$ cat src/rtl/encoder_4_2_stream_if.sv
// Valid/ready bus for the one-hot-to-binary encoder.
// The upstream producer and the downstream consumer share this bundle.
//   slave  : the encoder side. It receives i_* and drives o_*.
//   master : the environment side. It drives i_* and observes o_*.
//   Signals: i_valid/o_ready/i_one_hot form the upstream handshake.
//            o_valid/i_ready/o_binary/o_err form the downstream handshake.
//            i_clr_err and o_err_count control and report the error counter.
interface encoder_4_2_stream_if #(
    parameter int unsigned N  = 4,
    parameter int unsigned W  = 2,
    parameter int unsigned CW = 8
);
    logic          i_valid;
    logic          o_ready;
    logic [N-1:0]  i_one_hot;
    logic          o_valid;
    logic          i_ready;
    logic [W-1:0]  o_binary;
    logic          o_err;
    logic          i_clr_err;
    logic [CW-1:0] o_err_count;

    modport slave (
        input  i_valid, i_one_hot, i_ready, i_clr_err,
        output o_ready, o_valid, o_binary, o_err, o_err_count
    );

    modport master (
        output i_valid, i_one_hot, i_ready, i_clr_err,
        input  o_ready, o_valid, o_binary, o_err, o_err_count
    );
endinterface

$ cat src/rtl/encoder_4_2_stream.sv
// Registered one-hot-to-binary encoder with valid/ready handshakes on both sides.
// It flags every accepted word that is not exactly one-hot.
// It counts the flagged words in a saturating counter.
//   i_clk, i_rst_n : clock (rising edge) and asynchronous active-low reset.
//   bus (slave)    : upstream handshake  i_valid/o_ready/i_one_hot.
//                    downstream handshake o_valid/i_ready/o_binary/o_err.
//                    error counter        i_clr_err/o_err_count.
module encoder_4_2_stream #(
    parameter int unsigned N  = 4,
    parameter int unsigned W  = 2,
    parameter int unsigned CW = 8
) (
    input  logic                 i_clk,
    input  logic                 i_rst_n,
    encoder_4_2_stream_if.slave  bus
);
    localparam logic [CW-1:0] CNT_MAX = '1;

    typedef enum logic {EMPTY = 1'b0, FULL = 1'b1} state_t;

    state_t        state_q;
    logic [W-1:0]  binary_q;
    logic          err_q;
    logic [CW-1:0] cnt_q;

    logic          in_fire;
    logic          out_fire;
    logic [W-1:0]  enc_idx;
    logic          enc_err;
    logic          seen_one;
    logic          seen_many;

    // Handshake: the output slot frees up in the same cycle it is consumed.
    assign bus.o_ready = (state_q == EMPTY) || bus.i_ready;
    assign in_fire     = bus.i_valid && bus.o_ready;
    assign out_fire    = (state_q == FULL) && bus.i_ready;

    // Lowest set bit wins; any word without exactly one set bit is erroneous.
    always_comb begin
        enc_idx   = '0;
        seen_one  = 1'b0;
        seen_many = 1'b0;
        for (int unsigned j = 0; j < N; j++) begin
            if (bus.i_one_hot[j]) begin
                if (seen_one) begin
                    seen_many = 1'b1;
                end else begin
                    enc_idx  = W'(j);
                    seen_one = 1'b1;
                end
            end
        end
        enc_err = !seen_one || seen_many;
    end

    // Output slot state, result registers and the saturating error counter.
    always_ff @(posedge i_clk or negedge i_rst_n) begin
        if (!i_rst_n) begin
            state_q  <= EMPTY;
            binary_q <= '0;
            err_q    <= 1'b0;
            cnt_q    <= '0;
        end else begin
            if (in_fire) begin
                state_q  <= FULL;
                binary_q <= enc_idx;
                err_q    <= enc_err;
            end else if (out_fire) begin
                state_q  <= EMPTY;
            end

            // A clear wins over a simultaneous erroneous accept.
            if (bus.i_clr_err) begin
                cnt_q <= '0;
            end else if (in_fire && enc_err && (cnt_q != CNT_MAX)) begin
                cnt_q <= cnt_q + CW'(1);
            end
        end
    end

    assign bus.o_valid     = (state_q == FULL);
    assign bus.o_binary    = binary_q;
    assign bus.o_err       = err_q;
    assign bus.o_err_count = cnt_q;

endmodule

$ cat src/flat_wrapper.sv
// flat-port wrapper written by rule: the top's interface ports become plain ports
module encoder_4_2_stream_flat 
#(
    parameter int unsigned N  = 4,
    parameter int unsigned W  = 2,
    parameter int unsigned CW = 8
)
  (i_clk, i_rst_n, bus_i_valid, bus_i_one_hot, bus_i_ready, bus_i_clr_err, bus_o_ready, bus_o_valid, bus_o_binary, bus_o_err, bus_o_err_count);
  encoder_4_2_stream_if #(.N(N), .W(W), .CW(CW)) bus_i ();
  input  logic i_clk;
  input  logic i_rst_n;
  input wire logic [$bits(bus_i.i_valid)-1:0] bus_i_valid;
  input wire logic [$bits(bus_i.i_one_hot)-1:0] bus_i_one_hot;
  input wire logic [$bits(bus_i.i_ready)-1:0] bus_i_ready;
  input wire logic [$bits(bus_i.i_clr_err)-1:0] bus_i_clr_err;
  output wire logic [$bits(bus_i.o_ready)-1:0] bus_o_ready;
  output wire logic [$bits(bus_i.o_valid)-1:0] bus_o_valid;
  output wire logic [$bits(bus_i.o_binary)-1:0] bus_o_binary;
  output wire logic [$bits(bus_i.o_err)-1:0] bus_o_err;
  output wire logic [$bits(bus_i.o_err_count)-1:0] bus_o_err_count;
  assign bus_i.i_valid = bus_i_valid;
  assign bus_i.i_one_hot = bus_i_one_hot;
  assign bus_i.i_ready = bus_i_ready;
  assign bus_i.i_clr_err = bus_i_clr_err;
  assign bus_o_ready = bus_i.o_ready;
  assign bus_o_valid = bus_i.o_valid;
  assign bus_o_binary = bus_i.o_binary;
  assign bus_o_err = bus_i.o_err;
  assign bus_o_err_count = bus_i.o_err_count;
  encoder_4_2_stream #(.N(N), .W(W), .CW(CW)) u_core (.i_clk(i_clk), .i_rst_n(i_rst_n), .bus(bus_i));
endmodule
$ cat config.mk
export PLATFORM = sky130hd
export DESIGN_NAME = encoder_4_2_stream_flat
export DESIGN_NICKNAME = d
export VERILOG_FILES = /design/src/rtl/encoder_4_2_stream_if.sv /design/src/rtl/encoder_4_2_stream.sv /design/src/flat_wrapper.sv
export SDC_FILE = /design/constraint.sdc
export NUM_CORES = 1
export LEC_CHECK = 0
export BUFFER_PORTS_ARGS = -buffer_cell sky130_fd_sc_hd__buf_2
export CAP_MARGIN = 20
export CORE_MARGIN = 2
export CORE_UTILIZATION = 47
export DETAILED_ROUTE_END_ITERATION = 10
export PLACE_DENSITY = 0.75
export SKIP_CTS_REPAIR_TIMING = 1
export SYNTH_ARGS = -nofsm -noshare
export SYNTH_HDL_FRONTEND = slang
export SYNTH_SLANG_ARGS = --single-unit
$ cat constraint.sdc
create_clock -name i_clk -period 1.9 [get_ports i_clk]
set_input_delay 0.095 -clock i_clk [delete_from_list [all_inputs] [get_ports i_clk]]
set_output_delay 0.095 -clock i_clk [all_outputs]
set_load 0.005 [all_outputs]
==> flow_metrics.tcl, run 1 <==
set metrics [dict create \
    holdWs_ns 0.0534 \
    gp_congestion 0.865 \
    clock-sinks 12 \
    gr-usage-all-layers 0.204 \
    power_leakage_uw 0.000398 \
    antenna_found_initial 0 \
    multi_input_area_um2 332 \
    nets 110 \
    place_area_um2 797 \
    clk_pin_slew_ns 0.07 \
    crit_type "reg -> reg" \
    synth-edff-count 0 \
    fin_tns_setup_ns 0 \
    power_frac_seq 0.536 \
    ys_ff_latch 12 \
    post-dp-hpwl_mm 1.07 \
    skew_ns 0.00286 \
    startpoint_type "flip-flop" \
    grt_overflow 0 \
    layout.filler_cells 133 \
    die_area_um2 1710 \
    setup_viol 0 \
    p_clk_frac 0.296 \
    cts_tree "done" \
    syn_inst 71 \
    p_per_area_nw_per_um2 610 \
    yosys-top-cells-area "dfrtp_1, o31ai_1, a21oi_1" \
    wl_per_cell_um 12.6 \
    portBuffers 21 \
    tightest_slew_ns 0.400 \
    initial_utilization 0.505 \
    viasPerCell 5.54 \
    arrival_ns 1.91 \
    cts_buffers 3 \
    wirelength_mm 1.43 \
    drive_gt1_frac 0.316 \
    status "completed" \
    grt_pass1_wl_mm 2.26 \
    postLayoutCoreUtil 0.643 \
    p_int_uw 377 \
    dr.pass1.iters 4 \
    yosys_warnings 0 \
    ios 22 \
    power_switching_uw 134 \
    maxSlewHeadroom 0.734 \
    clockBufferDepth 2 \
    rsz0062_at_grt "no" \
    synth_top_area_share 0.457 \
    regArea_um2 300 \
    ys_async_sr_fraction 1.00 \
    area_growth_pct 27.4 \
    die_x_um 41.4 \
    syn_area_um2 657 \
    vias 626 \
    period_share 0.926 \
    first_global_vias 537 \
    drt_iter0_markers 10 \
    h-tree-depth 1 \
    hold_viol 0 \
    maxCapViolations 0 \
    timing.fmax_ghz 0.568 \
    ant_nets 0 \
    swShare 0.262 \
    cp_max_fo 10 \
    drcViolationCount 0 \
    hp-class "in -> reg" \
    seq_area_frac_synth 0.457 \
    slew_violations 0 \
    post-route-min-period_ns 1.76 \
    synth_ff_type "dfrtp_1" \
    peakVddDrop_v 0.000363 \
    diodes 0 \
    ys_types 25 \
    yosys.area.top_type "dfrtp_1" \
    insertion_delay_ns 0.27 \
    core_area_um2 1300 \
    syn-num-nets 81 \
    grt_max_degree 16 \
    fin_area_um2 837 \
    cp-end-kind "flip-flop" \
    std_cell_rows 13 \
    fp.dieH_um 41.4 \
    clockRootBuffer "clkbuf_4" \
    syn_avg_cell_area_um2 9.25 \
    p_comb_frac 0.168 \
    cp.required_ns 2.05 \
]
layout make-up:
cell class | count | share of cell area
inverter | 3 | 0.0135
timing repair buffer | 27 | 0.182
clock buffer | 3 | 0.0269
tap | 15 | 0.0224
sequential | 12 | 0.359
multi-input combinational | 53 | 0.396
power groups by stage:
stage	sequential (µW)	combinational [µW]	clock (µW)
4_1_cts	274	82.9	155
3_3_place_gp	278	80.1	0
3_5_place_dp	279	82.4	0
6_report	274	85.8	151
2_1_floorplan	282	37.7	0
5_1_grt	277	99.7	166
through the flow:
step	instances	worst slack (ns)	total power [µW]
after floorplan	71	0.148	320
after global placement	108	0.138	358
after detailed placement	108	0.0912	362
after CTS	111	0.0781	512
after global routing	113	0.0400	543
final	113	0.141	511
cell usage after synthesis, types with 2 or more instances:
library cell / count
a21oi_1: 7
buf_2: 2
dfrtp_1: 12
inv_1: 3
mux2_2: 2
nand2_1: 6
nand2b_1: 2
nand3_1: 4
nand4_1: 2
nor2_1: 4
nor2b_1: 2
nor4b_1: 2
o21ai_0: 3
o31ai_1: 5
or3_1: 2
or4_1: 4
worst paths after layout:
path | slack (ns) | depth (start not counted) | to | startpoint
setup / recovery | 0.14 | 6 | u_core.bus.o_err_count[5] | u_core.bus.o_err_count[1]
hold / removal | 0.05 | 2 | u_core.bus.o_valid | bus_i_valid
setup reg to reg | 0.14 | 6 | u_core.bus.o_err_count[5] | u_core.bus.o_err_count[1]
hold reg to reg | 0.47 | 2 | u_core.bus.o_binary[0] | u_core.bus.o_binary[0]
max in group asynchronous | 1.46 | 2 | u_core.bus.o_binary[1] | i_rst_n
min in group asynchronous | 0.23 | 2 | u_core.bus.o_err | i_rst_n
worst max-delay path, cell delays in order, from the launching register on:
cell and delay [ns]:
dfrtp_1 0.43, ha_1 0.22, nand3_1 0.08, o211ai_1 0.11, buf_4 0.18, nor4_1 0.25, mux2_2 0.37
cells by family after synthesis:
kind of cell    synth area share
compound gates             0.171
xor+xnor                  0.0133
fa+ha+maj                 0.0190
buf+inv                   0.0381
flops                      0.457
mux                       0.0343
simple gates               0.267
placed cells by master (no fill, tap or decap):
| master | instances |
|---|---|
| a21oi_1 | 7 |
| nand2_1 | 6 |
| nor4b_1 | 2 |
| mux2_2 | 2 |
| nor4_1 | 1 |
| inv_1 | 3 |
| nor2b_1 | 2 |
| nand4_1 | 2 |
| nor3_1 | 1 |
| a211o_1 | 1 |
| nand3_1 | 4 |
| nand2b_1 | 2 |
| or3_1 | 2 |
| buf_2 | 21 |
| ha_1 | 1 |
| nor2_1 | 4 |
| o211ai_1 | 1 |
| xor2_1 | 1 |
| o41ai_1 | 1 |
| clkbuf_4 | 3 |
| and4_1 | 1 |
| o31ai_1 | 5 |
| buf_4 | 5 |
| or4_1 | 4 |
| o21ai_0 | 3 |
| dfrtp_1 | 12 |
| dlygate4sd3_1 | 1 |
per-layer routing:
metal  global-route usage  up-vias  wire (µm)
met5                    0        -          0
met4               0.0968        0         16
met3               0.0319        2         82
met2                0.316       18        650
met1                0.275      283        679
li1                     -      323          -
registers in the layout, summed over array words and instances (netlist names):
signal / cells
u_core.bus.o_err: 1
u_core.bus.o_valid: 1
u_core.bus.o_binary: 2
u_core.bus.o_err_count: 8
No activity file was read; power rests on OpenSTA's default activity.
==> run 2, diff against run 1 <==
--- a/config.mk
+++ b/config.mk
@@ -7,10 +7,12 @@
 export LEC_CHECK = 0
 export BUFFER_PORTS_ARGS = -buffer_cell sky130_fd_sc_hd__buf_2
 export CAP_MARGIN = 20
+export CELL_PAD_IN_SITES_DETAIL_PLACEMENT = 0
+export CELL_PAD_IN_SITES_GLOBAL_PLACEMENT = 1
 export CORE_MARGIN = 2
-export CORE_UTILIZATION = 47
+export CORE_UTILIZATION = 35
 export DETAILED_ROUTE_END_ITERATION = 10
-export PLACE_DENSITY = 0.75
+export PLACE_DENSITY_LB_ADDON = 0.1
 export SKIP_CTS_REPAIR_TIMING = 1
 export SYNTH_ARGS = -nofsm -noshare
 export SYNTH_HDL_FRONTEND = slang
==> run 2 against run 1 <==
Worst setup slack better by 0.0054 ns. Global-route usage fell by 4.4 points. Power increased by 1.2%. Clock skew barely moved. Non-clock buffer count increased by 1. Sequential power about the same. Sequential cell count unchanged. Die area increased by 31%.
==> flow_metrics.tcl, run 2 (same netlist as run 1, synthesis figures left out) <==
set metrics [dict create \
    status "completed" \
    holdPathStages 2 \
    post-route-min-period_ns 1.75 \
    drive_gt1_frac 0.323 \
    setup_viol 0 \
    vias 656 \
    die_x_um 47.3 \
    cp.required_ns 2.06 \
    gp_congestion 0.775 \
    cts_tree "done" \
    grt_pass1_wl_mm 2.34 \
    grt_overflow 0 \
    grt_max_degree 16 \
    fin_cells 124 \
    period_share 0.923 \
    drt_iter0_markers 19 \
    skew_ns 0.00275 \
    clockRootBuffer "clkbuf_4" \
    hp-class "in -> reg" \
    tightest_slew_ns 0.423 \
    fin_tns_setup_ns 0 \
    wl_per_cell_um 13.1 \
    core_area_um2 1750 \
    timing.fmax_ghz 0.570 \
    area_growth_pct 30.5 \
    peakVddDrop_v 0.000506 \
    initial_utilization 0.376 \
    die_area_um2 2240 \
    startpoint_type "flip-flop" \
    final_cell_mix "buf_2, dfrtp_1, a21oi_1" \
    hold_viol 0 \
    drcViolationCount 0 \
    hold_end "u_core.bus.o_binary[1]" \
    maxSlewHeadroom 0.718 \
    cp-end-kind "flip-flop" \
    ant_nets 0 \
    cts_buffers 3 \
    first_global_vias 529 \
    slew_violations 0 \
    p_per_area_nw_per_um2 603 \
    cp_max_fo 11 \
    rsz0062_at_grt "no" \
    insertion_delay_ns 0.27 \
    fp.dieH_um 47.3 \
    largest_reg_flops 8 \
    r2r_end "u_core.bus.o_err_count[5]" \
    portBuffers 21 \
    hold_start "bus_i_one_hot[1]" \
    wirelength_mm 1.62 \
    post-dp-hpwl_mm 1.14 \
    h-tree-depth 1 \
    rrSetupSlack_ns 0.15 \
    dr.pass1.iters 4 \
    diodes 0 \
    rr_worst_depth 6 \
    holdWs_ns 0.0736 \
    antenna_found_initial 0 \
    crit_type "reg -> reg" \
    rr_startpoint "u_core.bus.o_err_count[0]" \
    std_cell_rows 15 \
    dp.cells 119 \
    arrival_ns 1.91 \
    nets 111 \
    power_leakage_uw 0.000404 \
    ios 22 \
    clk_pin_slew_ns 0.07 \
    clock-sinks 12 \
    maxCapViolations 0 \
    clockBufferDepth 2 \
    viasPerCell 5.29 \
    final_common_cell "buf_2" \
    gr-usage-all-layers 0.160 \
]
[run 2: cell count changes in the layout (fill, tap and decap cells not counted), sizes merged]
cell	previous run	this run
buf	26	27
[run 2: through the flow]
step | area, µm² | power (µW) | util | setup slack (ns)
global placement | 817 | 362 | 0.468 | 0.155
global route | 857 | 545 | 0.491 | 0.0620
detailed placement | 817 | 364 | 0.468 | 0.0931
floorplan | 657 | 320 | - | 0.148
finish | 857 | 517 | 0.491 | 0.146
CTS | 840 | 518 | 0.481 | 0.0648
[run 2: routing by layer]
metal	vias to the layer above	GRT usage	wire length [µm]
li1	331	-	-
met1	304	0.213	784
met2	17	0.224	738
met3	4	0.0462	57
met4	0	0.100	42
met5	-	0	0
[run 2: worst max path at each step]
stage                                    from                        end  slack [ns]  cells after the start
floorplan           u_core.bus.o_err_count[0]  u_core.bus.o_err_count[5]        0.15                      6
global placement    u_core.bus.o_err_count[0]  u_core.bus.o_err_count[5]        0.16                      5
detailed placement  u_core.bus.o_err_count[0]  u_core.bus.o_err_count[5]        0.09                      5
CTS                 u_core.bus.o_err_count[0]  u_core.bus.o_err_count[5]        0.06                      5
global route        u_core.bus.o_err_count[0]  u_core.bus.o_err_count[5]        0.06                      6
finish              u_core.bus.o_err_count[0]  u_core.bus.o_err_count[5]        0.15                      6
[run 2: cell type report]
cell class | count | area [µm²]
fillers | 185 | 888
multi-input cells | 53 | 332
flip-flops and latches | 12 | 300
repair buffers | 28 | 160
well taps | 25 | 31.3
clock buffers | 3 | 22.5
inverters | 3 | 11.3
[run 2: power breakdown]
part	switching (µW)	total, µW	internal (µW)
clock	81.3	155	73.3
combinational	51.9	89.6	37.6
sequential	5.60	273	267
total	139	517	378
[run 2: critical path, stage by stage, from the launching register on]
cell	delay (ns)
dfrtp_1	0.38
ha_1	0.24
nand3_1	0.10
o211ai_1	0.10
buf_4	0.18
nor4_1	0.28
mux2_2	0.37
==> run 3, diff against run 2 <==
--- a/config.mk
+++ b/config.mk
@@ -5,12 +5,12 @@
 export SDC_FILE = /design/constraint.sdc
 export NUM_CORES = 1
 export LEC_CHECK = 0
+export ABC_AREA = 1
 export BUFFER_PORTS_ARGS = -buffer_cell sky130_fd_sc_hd__buf_2
-export CAP_MARGIN = 20
 export CELL_PAD_IN_SITES_DETAIL_PLACEMENT = 0
 export CELL_PAD_IN_SITES_GLOBAL_PLACEMENT = 1
 export CORE_MARGIN = 2
-export CORE_UTILIZATION = 35
+export CORE_UTILIZATION = 34
 export DETAILED_ROUTE_END_ITERATION = 10
 export PLACE_DENSITY_LB_ADDON = 0.1
 export SKIP_CTS_REPAIR_TIMING = 1
==> run 3 against run 2 <==
Via count grew 12%. Maximum frequency grew 17%. Area after synthesis grew 16%. Sequential share of layout area shrank 2.7 points. Core utilization shrank 6.3 points. Global-route usage shrank 0.96 points. Cell area grew 8.3%. First-iteration DRC count shrank 26%. Sequential power grew 4%. Sequential cell count is the same. Power grew 3.9%. Largest power group unchanged.
==> flow_metrics.tcl, run 3 <==
set metrics [dict create \
    grt_overflow 0 \
    yosys.area.top_type "dfrtp_1" \
    post-dp-hpwl_mm 1.30 \
    dp.cells 155 \
    dr.pass1.iters 4 \
    yosys-top-cells-area "dfrtp_1, nand2_1, inv_1" \
    peakVddDrop_v 0.000301 \
    die_x_um 51.3 \
    fin_cells 159 \
    ant_nets 0 \
    grt_busiest_layer "met2" \
    fin_tns_setup_ns 0 \
    core_area_um2 2170 \
    clockRootBuffer "clkbuf_4" \
    grt_use_met1 0.194 \
    diodes 0 \
    insertion_delay_ns 0.27 \
    drt_iter0_markers 14 \
    hold_start "bus_i_valid" \
    grt.met2_usage 0.234 \
    cp.required_ns 2.06 \
    arrival_ns 1.65 \
    maxCapViolations 0 \
    hold_end "u_core.bus.o_valid" \
    crit_type "reg -> reg" \
    die_area_um2 2630 \
    rr_startpoint "u_core.bus.o_err_count[0]" \
    ys_ff_latch 12 \
    grt_max_degree 13 \
    largest_reg_flops 8 \
    cts_buffers 3 \
    cts_tree "done" \
    wirelength_mm 1.68 \
    initial_utilization 0.351 \
    status "completed" \
    clk_pin_slew_ns 0.07 \
    ys_types 22 \
    gr-usage-met3 0.0322 \
    seq_area_frac_synth 0.395 \
    p_per_area_nw_per_um2 579 \
    rrSetupSlack_ns 0.40 \
    synth_ff_type "dfrtp_1" \
    layout.filler_cells 252 \
    post-route-min-period_ns 1.50 \
    area_growth_pct 22.0 \
    first_global_vias 665 \
    syn-num-nets 117 \
    gp_congestion 0.846 \
    ios 22 \
    synth_top_area_share 0.395 \
    timing.fmax_ghz 0.669 \
    vias 735 \
    syn_inst 107 \
    drive_gt1_frac 0.244 \
    yosys_warnings 0 \
    skew_ns 0.00187 \
    cp-end-kind "flip-flop" \
    portBuffers 21 \
    fp.dieH_um 51.3 \
    slew_violations 0 \
    gr-usage-all-layers 0.150 \
    std_cell_rows 17 \
    synth_most_common_cell "nand2_1" \
    maxSlewHeadroom 0.725 \
    antenna_found_initial 0 \
    period_share 0.787 \
    hold_viol 0 \
    final_common_cell "nand2_1" \
    syn_area_um2 761 \
    clockBufferDepth 2 \
    synth-edff-count 0 \
    synth_common_cells "nand2_1, inv_1, dfrtp_1" \
    holdPathStages 3 \
    syn_avg_cell_area_um2 7.11 \
    grt_pass1_wl_mm 2.90 \
    viasPerCell 4.62 \
    h-tree-depth 1 \
    rr_worst_depth 8 \
    cp_max_fo 9 \
    clock-sinks 12 \
    ys_async_sr_fraction 1.00 \
    nets 143 \
    r2r_end "u_core.bus.o_err_count[7]" \
    setup_viol 0 \
    final_cell_mix "nand2_1, buf_2, inv_1" \
    drcViolationCount 0 \
    rsz0062_at_grt "no" \
    power_leakage_uw 0.000515 \
    tightest_slew_ns 0.412 \
    hp-class "in -> reg" \
    wl_per_cell_um 10.6 \
    startpoint_type "flip-flop" \
]
-- run 3: final cells by class --
type / instances / area, µm² / share of cell area
Sequential cell: 12 / 300 / 0.323
Clock buffer: 3 / 22.5 / 0.0243
Multi-Input combinational cell: 78 / 395 / 0.426
Timing Repair Buffer: 22 / 115 / 0.124
Tap cell: 28 / 35.0 / 0.0377
Inverter: 16 / 60.1 / 0.0647
-- run 3: per-stage QoR --
| step | cell area (µm²) | power [µW] | setup WS (ns) | utilization | hold WS, ns |
|---|---|---|---|---|---|
| finish | 928 | 537 | 0.405 | 0.428 | 0.0364 |
| global route | 928 | 574 | 0.288 | 0.428 | 0.0576 |
| CTS | 918 | 548 | 0.402 | 0.423 | -0.303 |
| detailed placement | 896 | 386 | 0.408 | 0.413 | 0.00000533 |
| global placement | 896 | 386 | 0.450 | 0.413 | -0.00395 |
| floorplan | 761 | 342 | 0.558 | - | -0.201 |
-- run 3: logic make-up after synthesis --
group           share of synthesized area
simple gates                        0.436
buf+inv                            0.0855
flops                               0.395
compound gates                     0.0411
xor+xnor                           0.0115
mux                                0.0148
fa+ha+maj                          0.0164
-- run 3: worst max-delay path by stage --
stage / from / to / slack [ns]
floorplan: u_core.bus.o_err_count[0] / u_core.bus.o_err_count[0] / 0.56
global placement: u_core.bus.o_err_count[1] / u_core.bus.o_err_count[7] / 0.45
detailed placement: u_core.bus.o_err_count[0] / u_core.bus.o_err_count[7] / 0.41
CTS: u_core.bus.o_err_count[0] / u_core.bus.o_err_count[7] / 0.40
global route: u_core.bus.o_err_count[0] / u_core.bus.o_err_count[5] / 0.29
finish: u_core.bus.o_err_count[0] / u_core.bus.o_err_count[7] / 0.40
-- run 3: worst max-delay path, cell delays in order, from the launching register on --
cell	delay, ns
dfrtp_1	0.44
ha_1	0.21
nand2_1	0.11
nor2_4	0.13
nand3_2	0.11
nand3_4	0.16
nand2_4	0.09
nand2_1	0.07
nand2_1	0.05
-- run 3: report_power, final --
part,leakage (µW),switching [µW],internal [µW]
sequential,0.000156,13.6,271
combinational,0.000346,57.6,39.6
clock,0.0000138,82.3,73.3
total,0.000515,153,384
-- run 3: metal layers --
layer / up-vias / part of all wire
met5: - / 0
met1: 332 / 0.48
met3: 2 / 0.050
met4: 0 / 0.0095
met2: 17 / 0.46
li1: 384 / -
